File: src/rtl/regfile_write_arbiter.sv
// Write-port arbiter for the 8 x 16-bit register file: shares one write port between
// the ALU and load writeback paths and keeps the per-register pending-write scoreboard.
module regfile_write_arbiter #(
   parameter int DATA_W   = 16,
   parameter int ADDR_W   = 3,
   parameter int NUM_REGS = 8,
   parameter int MAX_WAIT = 3
) (
   input  logic                clk,
   input  logic                rst,
   input  logic                alu_valid,
   input  logic [ADDR_W-1:0]   alu_addr,
   input  logic [DATA_W-1:0]   alu_data,
   output logic                alu_ready,
   input  logic                mem_valid,
   input  logic [ADDR_W-1:0]   mem_addr,
   input  logic [DATA_W-1:0]   mem_data,
   output logic                mem_ready,
   input  logic                rsv_valid,
   input  logic [ADDR_W-1:0]   rsv_addr,
   output logic [NUM_REGS-1:0] busy,
   output logic                rsv_conflict,
   output logic                write_enable,
   output logic [ADDR_W-1:0]   write_addr,
   output logic [DATA_W-1:0]   write_data
);

   localparam int CNT_W = (MAX_WAIT < 1) ? 1 : $clog2(MAX_WAIT + 1);
   localparam logic [CNT_W-1:0] WAIT_MAX = CNT_W'(MAX_WAIT);

   logic [CNT_W-1:0]    wait_cnt;
   logic                alu_win;
   logic                mem_win;
   logic                xfer;
   logic [ADDR_W-1:0]   xfer_addr;
   logic [DATA_W-1:0]   xfer_data;
   logic [NUM_REGS-1:0] clr_mask;
   logic [NUM_REGS-1:0] set_mask;

   always_comb begin
      // NOTE: every output of this block gets a default first, so no path leaves a latch.
      alu_win   = 1'b0;
      mem_win   = 1'b0;
      clr_mask  = '0;
      set_mask  = '0;
      // Load path has priority; a starved ALU wins once it has lost MAX_WAIT times in a row.
      if (rst) begin
         if (alu_valid && (!mem_valid || wait_cnt == WAIT_MAX))
            alu_win = 1'b1;
         else if (mem_valid)
            mem_win = 1'b1;
      end
      xfer      = alu_win | mem_win;
      xfer_addr = alu_win ? alu_addr : mem_addr;
      xfer_data = alu_win ? alu_data : mem_data;
      if (xfer)
         clr_mask[xfer_addr] = 1'b1;
      if (rsv_valid)
         set_mask[rsv_addr] = 1'b1;
   end

   assign alu_ready = alu_win;
   assign mem_ready = mem_win;

   always_ff @(posedge clk) begin
      // NOTE: sequential state uses non-blocking assignments so every register samples pre-edge values.
      if (!rst) begin
         write_enable <= 1'b0;
         write_addr   <= '0;
         write_data   <= '0;
         busy         <= '0;
         rsv_conflict <= 1'b0;
         wait_cnt     <= '0;
      end else begin
         write_enable <= xfer;
         if (xfer) begin
            write_addr <= xfer_addr;
            write_data <= xfer_data;
         end
         // Set after clear: a reservation landing with the retiring write keeps the bit busy.
         busy         <= (busy & ~clr_mask) | set_mask;
         rsv_conflict <= rsv_valid && busy[rsv_addr] && !clr_mask[rsv_addr];
         if (alu_valid && !alu_win) begin
            if (wait_cnt != WAIT_MAX)
               wait_cnt <= wait_cnt + CNT_W'(1);
         end else begin
            wait_cnt <= '0;
         end
      end
   end

endmodule

File: config.mk
export PLATFORM = sky130hd
export DESIGN_NAME = regfile_write_arbiter
export DESIGN_NICKNAME = d
export VERILOG_FILES = /design/src/rtl/regfile_write_arbiter.sv
export SDC_FILE = /design/constraint.sdc
export NUM_CORES = 1
export LEC_CHECK = 0
export ABC_AREA = 1
export ABC_CLOCK_PERIOD_IN_PS = 1850
export CAP_MARGIN = 10
export CORE_MARGIN = 2
export CORE_UTILIZATION = 40
export DETAILED_ROUTE_END_ITERATION = 7
export PLACE_DENSITY = 0.88
export SLEW_MARGIN = 30
export SYNTH_ARGS = -nofsm -noshare
export SYNTH_HDL_FRONTEND = slang
export SYNTH_SLANG_ARGS = --single-unit
File: constraint.sdc
create_clock -name clk -period 1.85 [get_ports clk]
set_clock_uncertainty 0.2 [all_clocks]
set_input_delay 0.185 -clock clk [delete_from_list [all_inputs] [get_ports clk]]
set_output_delay 0.185 -clock clk [all_outputs]
set_load 0.03 [all_outputs]
==> impl_summary.log <==
[metrics] run status: completed
[metrics] total buffers and inverters traversed by the critical path: 2
[metrics] post-detail-place hpwl: ~3500 um
[metrics] number of antenna-violating nets in the routed design: 0
[metrics] Routability Congestion: 0.885
[metrics] maximum root-to-sink buffer count: 2
[metrics] die extent in x: 67.0 um
[metrics] post-synthesis to final-layout area growth: 70.9%
[metrics] predominant post-synthesis flop cell: dfxtp_1
[metrics] total vias in the final route: approximately 1,800
[metrics] Hold Path Cell Cnt: 1
[metrics] average wire length per cell after detail routing: about 13 um
[metrics] cell types with the highest counts after synthesis: nand2_1, dfxtp_1, o21ai_0, a31oi_1, inv_1
[metrics] GRT Residual Overflow: 0
[metrics] flop-to-flop setup slack: 60 ps
[metrics] Final Power: 1.95 mW
[metrics] Syn Std Cell Area: between 1500 and 2000 um^2
[metrics] count of yosys warnings during synthesis: 0
[metrics] number of flip-flops and latches in the synthesized netlist: 31
[metrics] portion of total power attributed to sequential cells: 0.378
[metrics] share of synthesized area occupied by flip-flops and latches: 0.391
[metrics] Avg Inst Size Synth: ~7 um^2
[metrics] overall fraction of global-route tracks in use: 0.232
[metrics] delay of the slowest cell on the worst path: 330 ps
[metrics] Worst Setup Start Kind: register
[metrics] data required time of the worst path: 1830 ps
[metrics] share of the cycle needed by the critical path after routing: 0.969
[metrics] reg-to-reg critical path endpoint: rsv_conflict
[metrics] initial antenna violation count: 0
[metrics] count of pins on the block boundary: 77
[metrics] HP Class: register to register
[metrics] drt first pass iters: 4
[metrics] CTS buffer count: 5
[metrics] average vias per placed instance: about 5.0
[metrics] Cells after DPL: 361
[metrics] maximum number of pins on one net before global-route repair: 29
[metrics] Crit Path Class: register to register
[metrics] CTS sink cnt: 31
[metrics] Starting Density: 0.424
[metrics] share of post-route cells with drive strength above 1: 0.198
[metrics] final-layout fill cell count: 283
[metrics] count of nets after finishing: 370
[metrics] cell-internal power: 1.40 mW
[metrics] Tmin final: 1790 ps
[metrics] worst hold endpoint: wait_cnt[0]
[metrics] cell count after synthesis: 228
[metrics] overall die height: 67.0 um
[metrics] clock power share: 0.354
[metrics] Routed WL: between 4000 and 5000 um
[metrics] launch point of the worst reg-to-reg path: wait_cnt[0]
[metrics] first-pass GRT wire length: 7740 um
[metrics] fmax: 0.558 GHz
[metrics] overall die area: 4490 um^2
[metrics] hold violation count in the final report: 0
[metrics] Core Rows: 22
[metrics] family of cells with the greatest summed delay on the critical path: simple AND/OR/NAND/NOR gates
[metrics] share of flip-flops with an asynchronous set or reset: 0
[metrics] number of buffer cells added on primary ports: 76
[metrics] clock transition time at the flip-flop clock pins of the worst setup and hold paths: about 70 ps
[metrics] post-route cell area: 2720 um^2
[metrics] CTS H-tree lvls: 2
[metrics] cell-by-cell listing of the critical path: ha_4 -> inv_4 -> nand2_4 -> buf_4 -> nand3b_1 -> nand2_2 -> nor2_4 -> nand2_1 -> nand2_1 -> nand3_2 -> nand3_2 -> nor2_1
[metrics] post-synth cell types: 27
[metrics] biggest fanout along the worst timing path: 6
[metrics] power per cell area: approximately 720 nW/um^2
[metrics] Hold Crit Start: wait_cnt[0]
[metrics] Residual DRC: 0
[metrics] share of Yosys cell area claimed by the top area cell type: 0.391
[metrics] Inserted Diodes: 0
[metrics] cell at the slowest stage of the critical path: dfxtp_2
[metrics] peak supply drop: 0.446 mV
[metrics] number of synthesized flops with an enable pin: 0
[metrics] cell with the most instances after synthesis: nand2_1
[metrics] portion of total power attributed to combinational logic: 0.268
[metrics] CTS tree: built
[metrics] master cell of the clock root buffer: clkbuf_8
[metrics] relative slew slack: 0.762
[metrics] number of max-cap violations: 0
[metrics] Worst Reg-to-Reg Cells: 12
[metrics] Final setup viols: 0
[metrics] total cell area at the placement stage: roughly 2500 um^2
[metrics] Post-Synthesis Net Count: 275
[metrics] Synth area leader: dfxtp_1
[metrics] hold_ws: ~240 ps
[metrics] Static Leak: ~1.2 nW
[metrics] switching share of total power: 0.282
[metrics] clock insertion delay at the later pin of the skew report: 280 ps
[metrics] Max Slew Vio Count: 0
[metrics] # hold bufs at CTS: 0
[metrics] kind of end point of the critical path: register
[metrics] standard cell core area: about 3700 um^2
[metrics] measured slew at the worst slew-check pin: 356 ps
[metrics] number of global-route vias before repair: 1,795
[metrics] Cell Count, Final, Fillers Out: 372
[metrics] cells taking the most area after synthesis: dfxtp_1, nand2_1, a31oi_1
[metrics] initial DRC count: 86
[metrics] net switching power: 550 uW
[metrics] arrival time reported for the critical path endpoint: ~1800 ps
==> routing by layer <==
layer  part of all wire  GRT usage
met5                  0          0
met1               0.39      0.242
met3              0.091     0.0963
met4              0.026      0.125
met2               0.49      0.392
==> worst max path at each step <==
stage | start | to | slack (ps) | depth (start not counted)
global route | wait_cnt[0] | rsv_conflict | -20 | 12
global placement | rst | rsv_conflict | -70 | 13
floorplan | wait_cnt[0] | rsv_conflict | 40 | 11
finish | wait_cnt[0] | rsv_conflict | 60 | 12
CTS | wait_cnt[1] | alu_ready | 2 | 6
detailed placement | rst | rsv_conflict | -190 | 13
==> worst register-to-register path: stages, from the launching register on <==
cell and delay [ps]:
dfxtp_2 330, ha_4 170, inv_4 60, nand2_4 70, buf_4 140, nand3b_1 100, nand2_2 120, nor2_4 130
nand2_1 90, nand2_1 80, nand3_2 80, nand3_2 70, nor2_1 40
==> metrics by stage <==
step           setup slack (ps)  TNS (ps)  utilization
6_report                   57.0         0        0.725
4_1_cts                    2.00         0        0.705
3_5_place_dp               -190      -593        0.666
5_1_grt                   -21.6     -21.6        0.725
2_1_floorplan              38.5         0            -
3_3_place_gp              -70.3     -70.3        0.666
==> logic make-up after synthesis <==
logic type	after synthesis	synth area share
flip-flops	31	0.391
buffers and inverters	29	0.0905
AO/OA/AOI/OAI	52	0.193
AND/OR/NAND/NOR	115	0.318
adder cells (fa/ha/maj)	1	0.00787
==> area by class of cell <==
cell class,count,area [um^2],share of cell area
Inverter,19,78.8,0.0290
Multi-Input combinational cell,168,887,0.327
Tap cell,48,60.1,0.0221
Timing Repair Buffer,98,948,0.349
Clock buffer,6,82.6,0.0304
Sequential cell,31,623,0.229
Clock inverter,2,35.0,0.0129
==> registers in the layout, summed over array words and instances, names as in the netlist <==
signal        count
write_data       16
busy              8
write_addr        3
wait_cnt          2
rsv_conflict      1
write_enable      1
==> repair_timing <==
| action | 4_1_cts | 5_1_grt |
|---|---|---|
| setup endpoints to repair | 2 | 14 |
| pin swaps | 2 | 11 |
| resized for setup | 7 | 16 |
| setup buffers | 1 | 2 |
==> placed cells by master (no fill, tap or decap), types with 3 or more instances in the layout <==
master / n
o21ai_0: 20
nor2_1: 9
dfxtp_1: 29
nand3_1: 6
clkbuf_8: 6
clkdlybuf4s50_1: 74
buf_4: 20
a31oi_1: 16
o211ai_1: 3
nor2_4: 6
inv_1: 15
nand2_1: 73
a21oi_1: 8
nand2_2: 12
==> power by group through the flow <==
stage          Sequential (mW)  Clock (mW)  Combinational, mW
4_1_cts                  0.736       0.699              0.508
3_3_place_gp             0.747           0              0.492
6_report                 0.736       0.690              0.523
5_1_grt                  0.741       0.728              0.565
2_1_floorplan            0.833           0              0.166
3_5_place_dp             0.750           0              0.500
Power figures use the tool's default switching activity.
